[config.mk]
export PLATFORM = sky130hd
export DESIGN_NAME = gin_synaptic_accumulator
export DESIGN_NICKNAME = d
export VERILOG_FILES = /design/src/rtl/gin_pkg.sv /design/src/rtl/gin_sat_add.sv /design/src/rtl/gin_synaptic_accumulator.sv
export SDC_FILE = /design/constraint.sdc
export NUM_CORES = 1
export LEC_CHECK = 0
export BUFFER_PORTS_ARGS = -buffer_cell sky130_fd_sc_hd__buf_2
export CAP_MARGIN = 20
export CORE_MARGIN = 10
export CORE_UTILIZATION = 50
export CTS_CLUSTER_DIAMETER = 100
export DETAILED_ROUTE_END_ITERATION = 6
export MAX_ROUTING_LAYER = met4
export PLACE_DENSITY = 0.88
export SYNTH_ARGS = -nofsm -noshare
export SYNTH_HDL_FRONTEND = slang
export SYNTH_HIERARCHICAL = 1
export SYNTH_SLANG_ARGS = --single-unit
[constraint.sdc]
create_clock -name Clock -period 4.45 [get_ports Clock]
set_input_delay 0.89 -clock Clock [delete_from_list [all_inputs] [get_ports Clock]]
set_output_delay 0.89 -clock Clock [all_outputs]
set_load 0.05 [all_outputs]
[src/rtl/gin_pkg.sv]
// Shared definitions for the conductance pipeline: Q32.32 widths, saturation
// limits and the accumulator FSM encoding.
package gin_pkg;
    localparam int INTEGER_WIDTH     = 32;
    localparam int DATA_WIDTH_FRAC   = 32;
    localparam int DATA_WIDTH        = INTEGER_WIDTH + DATA_WIDTH_FRAC;
    localparam int NEURON_ID_WIDTH   = 11;
    localparam int SPIKE_COUNT_WIDTH = 10;

    localparam logic signed [DATA_WIDTH-1:0] GIN_MAX = {1'b0, {(DATA_WIDTH-1){1'b1}}};
    localparam logic signed [DATA_WIDTH-1:0] GIN_MIN = {1'b1, {(DATA_WIDTH-1){1'b0}}};

    typedef enum logic [1:0] {
        IDLE   = 2'd0,
        ACCUM  = 2'd1,
        OUTPUT = 2'd2
    } gin_state_e;
endpackage

[src/rtl/gin_sat_add.sv]
// Combinational signed saturating adder; the sum is formed one bit wider so
// overflow shows up as a disagreement between the top two bits.
module gin_sat_add #(
    parameter int DATA_WIDTH = 64
) (
    input  logic signed [DATA_WIDTH-1:0] a,
    input  logic signed [DATA_WIDTH-1:0] b,
    output logic signed [DATA_WIDTH-1:0] sum,
    output logic                         overflow
);
    logic [DATA_WIDTH:0] wide;

    always_comb begin
        wide     = {a[DATA_WIDTH-1], a} + {b[DATA_WIDTH-1], b};
        overflow = wide[DATA_WIDTH] ^ wide[DATA_WIDTH-1];
        if (!overflow) begin
            sum = wide[DATA_WIDTH-1:0];
        end else if (wide[DATA_WIDTH]) begin
            sum = {1'b1, {(DATA_WIDTH-1){1'b0}}};
        end else begin
            sum = {1'b0, {(DATA_WIDTH-1){1'b1}}};
        end
    end
endmodule

[src/rtl/gin_synaptic_accumulator.sv]
// Per-neuron synaptic accumulator: latches the leaked conductance, adds a
// stream of weights with per-beat saturation, then offers the result downstream.
module gin_synaptic_accumulator
    import gin_pkg::*;
#(
    parameter int INTEGER_WIDTH     = gin_pkg::INTEGER_WIDTH,
    parameter int DATA_WIDTH_FRAC   = gin_pkg::DATA_WIDTH_FRAC,
    parameter int DATA_WIDTH        = INTEGER_WIDTH + DATA_WIDTH_FRAC,
    parameter int NEURON_ID_WIDTH   = gin_pkg::NEURON_ID_WIDTH,
    parameter int SPIKE_COUNT_WIDTH = gin_pkg::SPIKE_COUNT_WIDTH,
    parameter int CLAMP_NONNEG      = 1
) (
    input  logic                         Clock,
    input  logic                         Reset,
    input  logic                         StartValid,
    output logic                         StartReady,
    input  logic [NEURON_ID_WIDTH-1:0]   NeuronIDIn,
    input  logic signed [DATA_WIDTH-1:0] ginLeaked,
    input  logic [SPIKE_COUNT_WIDTH-1:0] SpikeCount,
    input  logic                         WeightValid,
    output logic                         WeightReady,
    input  logic signed [DATA_WIDTH-1:0] Weight,
    output logic                         OutValid,
    input  logic                         OutReady,
    output logic [NEURON_ID_WIDTH-1:0]   NeuronIDOut,
    output logic signed [DATA_WIDTH-1:0] ginOut,
    output logic                         Saturated,
    output logic                         Busy
);
    localparam bit DO_CLAMP = (CLAMP_NONNEG != 0);

    gin_state_e state, state_nxt;

    logic signed [DATA_WIDTH-1:0]  acc;
    logic signed [DATA_WIDTH-1:0]  acc_sum;
    logic [NEURON_ID_WIDTH-1:0]    id;
    logic [SPIKE_COUNT_WIDTH-1:0]  cnt;
    logic                          sat;
    logic                          add_ovf;
    logic                          live;
    logic                          start_hs;
    logic                          weight_hs;
    logic                          clamp_hit;

    gin_sat_add #(.DATA_WIDTH(DATA_WIDTH)) u_sat_add (
        .a        (acc),
        .b        (Weight),
        .sum      (acc_sum),
        .overflow (add_ovf)
    );

    // live holds StartReady low while reset is asserted and for the edge it releases on
    assign start_hs  = (state == IDLE) && live && StartValid;
    assign weight_hs = (state == ACCUM) && WeightValid;

    always_ff @(posedge Clock or posedge Reset) begin
        if (Reset) begin
            state <= IDLE;
        end else begin
            state <= state_nxt;
        end
    end

    always_comb begin
        state_nxt = state;
        case (state)
            IDLE: begin
                if (start_hs) begin
                    state_nxt = (SpikeCount == '0) ? OUTPUT : ACCUM;
                end
            end
            ACCUM: begin
                if (weight_hs && (cnt == SPIKE_COUNT_WIDTH'(1))) begin
                    state_nxt = OUTPUT;
                end
            end
            OUTPUT: begin
                if (OutReady) begin
                    state_nxt = IDLE;
                end
            end
            default: state_nxt = IDLE;
        endcase
    end

    always_ff @(posedge Clock or posedge Reset) begin
        if (Reset) begin
            acc  <= '0;
            id   <= '0;
            cnt  <= '0;
            sat  <= 1'b0;
            live <= 1'b0;
        end else begin
            live <= 1'b1;
            if (start_hs) begin
                acc <= ginLeaked;
                id  <= NeuronIDIn;
                cnt <= SpikeCount;
                sat <= 1'b0;
            end else if (weight_hs) begin
                acc <= acc_sum;
                cnt <= cnt - 1'b1;
                sat <= sat | add_ovf;
            end
        end
    end

    always_comb begin
        StartReady  = (state == IDLE) && live;
        WeightReady = (state == ACCUM);
        OutValid    = (state == OUTPUT);
        Busy        = (state != IDLE);
        clamp_hit   = DO_CLAMP && acc[DATA_WIDTH-1];
        ginOut      = '0;
        NeuronIDOut = '0;
        Saturated   = 1'b0;
        if (state == OUTPUT) begin
            ginOut      = clamp_hit ? '0 : acc;
            NeuronIDOut = id;
            Saturated   = sat | clamp_hit;
        end
    end
endmodule

# Word-level counts from Yosys, hierarchy flattened
# Index checks and enable logic that the tools add are counted.
# classes
n_addsub	2
n_eq_ne	6
muxes	17
bitwise	3
n_reduce_logical	9
# ops
cell	n
$mux 64	4
$mux 63	2
$add 64x64->65	1
$mux 10	2
$mux 11	1
$eq 10x1->1 const B	1
$logic_not 10->1	1
$sub 10x1->10 const B	1
$mux 2	4
$pmux 2 s3	1
$logic_and 1x1->1	4
$ne 2x1->1 const B	2
$reduce_bool 2->1	2
$mux 1	3
$reduce_and 3->1	1
$eq 2x1->1 const B	1
$eq 2x2->1 const B	1
$logic_not 2->1	1
$ne 2x2->1 const B	1
$or 1x1->1	2
$xor 1x1->1	1
# totals
ff_bits	89
out_inout_bits	80

# Longest topological paths before layout
# depth
word_depth	5
mapped_depth	15
ltp_nobuf	14

# Hierarchy
# The synthesis kept the hierarchy.
# modules_own_cells
module	n_inst	cells_each	area_each_um2	seq_area_each_um2
gin_synaptic_accumulator	1	437	4610.7	2227.1
gin_sat_add	1	667	4471.8	0.0

# Worst setup path before layout
# Ideal clock, no wire load.
# synth_path
kind	in2reg
from	input Weight[0]
to	register acc[40]
setup_time_ps	118
arrival_ps	3635
required_time_ps	4332
slack_ps	697
cell_stages	14
cell_sequence	ha_1 -> fa_1 -> a21oi_1 -> o221ai_2 -> o21ai_0 -> o41ai_2 -> a21oi_1 -> o21ai_0 -> a21oi_1 -> o21ai_0 -> xnor2_1 -> o21ai_2 -> a22o_1 -> a21o_1
# synth_via
elab_chain_cells	5
# synth_rtl
element	line	source
start, declared	gin_synaptic_accumulator.sv:22	input logic signed [DATA_WIDTH-1:0] Weight,
$add 64x64->65 *	gin_sat_add.sv:14	wide = {a[DATA_WIDTH-1], a} + {b[DATA_WIDTH-1], b};
$mux 64 / $xor 1x1->1 (equally long branches)	gin_sat_add.sv:18, gin_sat_add.sv:15	
$mux 64 *	gin_sat_add.sv:16	if (!overflow) begin
via acc_sum[40]	gin_synaptic_accumulator.sv:35	logic signed [DATA_WIDTH-1:0] acc_sum;
$mux 64 *	gin_synaptic_accumulator.sv:100	end else if (weight_hs) begin
$mux 64 *	gin_synaptic_accumulator.sv:95	if (start_hs) begin
end signal, assigned	gin_synaptic_accumulator.sv:96	acc <= ginLeaked;
end signal, assigned	gin_synaptic_accumulator.sv:101	acc <= acc_sum;
end, declared	gin_synaptic_accumulator.sv:34	logic signed [DATA_WIDTH-1:0] acc;
# Mark *: on every way through the listed nets, which the timed path passes. The rest lies on a longest branch. The select of a mux whose other input is x is not followed.
# A chain may end at the register's enable or synchronous reset.

# Worst setup path in the final report
# layout_path
from	input Weight[12]
to	register acc[13]
# The elaborated chain is that of the path after synthesis.

==> flow_summary.yaml <==
die:
  fp.dieW_um: 154.8
  start_util: 0.5073
  design.die.area_um2: 23960
  rows: 49
  core-area_um2: 17900
  num_io_pins: 234
  dieHeight_um: 154.8
synthesis:
  synthesis.area_um2: 9082
  yosys_register_bits: 89
  synth-warning-count: 6
  synth.avg_cell_area_um2: 8.227
  ys.flop_type: "dfrtp_1"
  synth_nets: 1325
  synth_seq_area_share: 0.2452
  synth_edf_count: 0
  ys_types: 80
  synthCells: 1104
  synth_async_sr_flop_share: 1.000
  synth_top_area_cell: "dfrtp_1"
  synth.top_cell.area_share: 0.2452
  synth.most_common_cell: "nand2_1"
  synth_common_cells: "nand2_1, dfrtp_1, a21oi_1"
  synth.area.top_cells: "dfrtp_1, ha_1, a21o_1"
setup_path:
  worstRegToRegCells: 14
  rrSetupSlack_ns: 0.66
  critPathBufInv: 2
  path_depth: 15
  cpMaxStageDelayCell: "a21oi_1"
  critPathKind: "in2reg"
  worstPathMaxFanout: 22
  r2r_end: "acc[13]"
  r2r_start: "acc[12]"
  critPathRequiredTime_ns: 4.70
  path_cells: "buf_2 -> ha_1 -> a21oi_1 -> o21ai_0 -> a211oi_2 -> o21ai_2 -> a211oi_4 -> o31ai_4 -> o211ai_2 -> and3_4 -> mux2_4 -> buf_12 -> o21ai_1 -> a22o_1 -> a21o_1"
  max_stage_delay_ns: 0.37
  end_kind: "flip-flop"
  critPathLaunch: "Weight[12]"
  critPathArrivalTime_ns: 4.24
  crit_family: "compound AO/OA/AOI/OAI gates"
  crit_path_start_kind: "input pin"
detailed_routing:
  via_per_inst: 6.027
  drtIter0Drc: 723
  vias: 9222
  route.detailed.drc: 0
  wirelength_mm: 29.24
  drt_first_pass_iters: 5
  ant_nets: 0
  routedWlPerCell_um: 19.11
clock_tree:
  htree_levels: 3
  clockRootBuffer: "clkbuf_16"
  path_clk_slew_ns: 0.07
  ctsHoldBuffers: 0
  cts_made_buffers: 9
  clockBufferDepth: 2
  tritoncts: "done"
  worst_skew_pair.late_latency_ns: 0.36
  clock_sinks: 89
  post_cts_resized: 0
  post-cts-setup-buffers: 0
timing:
  fin_setup_tns_ns: 0
  finalWorstSetupSlack_ns: 0.4632
  tightest_slew_ns: 0.9487
  slew_headroom: 0.3676
  rsz0062_at_grt: "no"
  timing.fmax_mhz: 250.8
  hold_viol_final: 0
  timing.final.max_slew_violations: 0
  worst_hold_slack_ns: 0.4744
  setup_violations: 0
  final.period_utilization: 0.8959
  post-route-min-period_ns: 3.987
  finClkSkew_ns: 0.01286
hold_path:
  min-delay-start: "id[9]"
  whs_endpoint: "id[9]"
  hold_depth: 2
  min_path_type: "reg2reg"
cells_and_area:
  fin_area_um2: 10590
  nFillCells: 1645
  area_delta_synth_final_pct: 16.56
  nNetsFinal: 1516
  multi_input_area_um2: 6286
  layout-drive-gt1-share: 0.2431
  final_cells: 1530
  regArea_um2: 2227
global_route:
  antenna_found_initial: 1
  grt_start_max_net_pins: 89
  grt_pass1_vias: 9338
  track_usage: 0.2401
  grt_pass1_wl_mm: 47.06
  grt-ovfl-total: 0
placed_design:
  dp_hpwl_mm: 22.94
  dp.cells: 1512
  placement.io_buffers: 232
  gp_congestion: 0.9526
  dp_slack_ns: 0.1530
  place_area_um2: 10260
power:
  p_per_area_nw_per_um2: 769.5
  peakVddDrop_v: 0.0003461
  p_leak_nw: 5.348
status:
  status: "complete, no violations"
job:
  cap_violations: 0
sequential cells by signal, summed over array words and instances (netlist names):
name and count:
state 2, id 11, acc 64, cnt 10
live 1, sat 1
layout by cell type, fill, tap and decap left out, types with 24 or more instances in the layout:
cell type	count
dfrtp_1	89
ha_1	66
buf_2	232
o21ai_1	35
inv_1	29
a21oi_1	85
xor2_1	24
xnor2_1	38
a21o_1	84
nor2_1	57
a22o_1	65
nand2_1	109
and2_1	76
o21ai_0	56
nand4_1	28
metrics by stage:
step	total power [mW]	util
3_5_place_dp	7.223	0.5732
5_1_grt	8.796	0.5913
2_1_floorplan	5.997	-
6_report	8.146	0.5913
4_1_cts	8.078	0.5901
3_3_place_gp	7.085	0.5732
per-layer routing:
metal | vias to the layer above | global-route usage | share of wire
li1 | 4421 | - | -
met1 | 4359 | 0.2996 | 0.44
met2 | 389 | 0.3843 | 0.47
met3 | 53 | 0.04409 | 0.070
met4 | 0 | 0.08007 | 0.021
met5 | - | - | 0
worst min-delay path, delay by kind of cell, from the launching register on:
kind | cells | cell delay, ns
flip-flops | 1 | 0.34
AND/OR/NAND/NOR | 2 | 0.10
worst max-delay path by stage:
| stage | slack, ns | to |
|---|---|---|
| 2_1_floorplan | 0.70 | acc[40] |
| 3_3_place_gp | 0.17 | acc[2] |
| 3_5_place_dp | 0.15 | acc[4] |
| 4_1_cts | 0.49 | acc[4] |
| 5_1_grt | 0.21 | acc[40] |
| 6_report | 0.46 | acc[13] |
power by group:
part	internal (mW)	leakage [nW]	total, mW	switching (mW)
Combinational	2.51	4.12	5.76	3.25
Clock	0.444	0.144	0.814	0.370
Sequential	1.22	1.09	1.57	0.358
Total	4.17	5.35	8.15	3.98
cells by family after synthesis:
| family | share of synthesized area |
|---|---|
| buffers and inverters | 0.06433 |
| AOI/OAI and AO/OA | 0.3341 |
| DFF | 0.2452 |
| muxes | 0.004132 |
| adders and majority gates | 0.09313 |
| other | 0.0008269 |
| and+or+nand+nor | 0.1985 |
| xor gates and xnor gates | 0.05979 |
cell type report:
type / instances / share of cell area
multi-input combinational: 912 / 0.5938
sequential: 89 / 0.2104
timing repair buffer: 253 / 0.1293
tap: 229 / 0.02707
clock buffer: 10 / 0.02163
inverter: 30 / 0.01076
clock inverter: 6 / 0.006855
antenna: 1 / 0.0002364
Power figures use the tool's default switching activity.
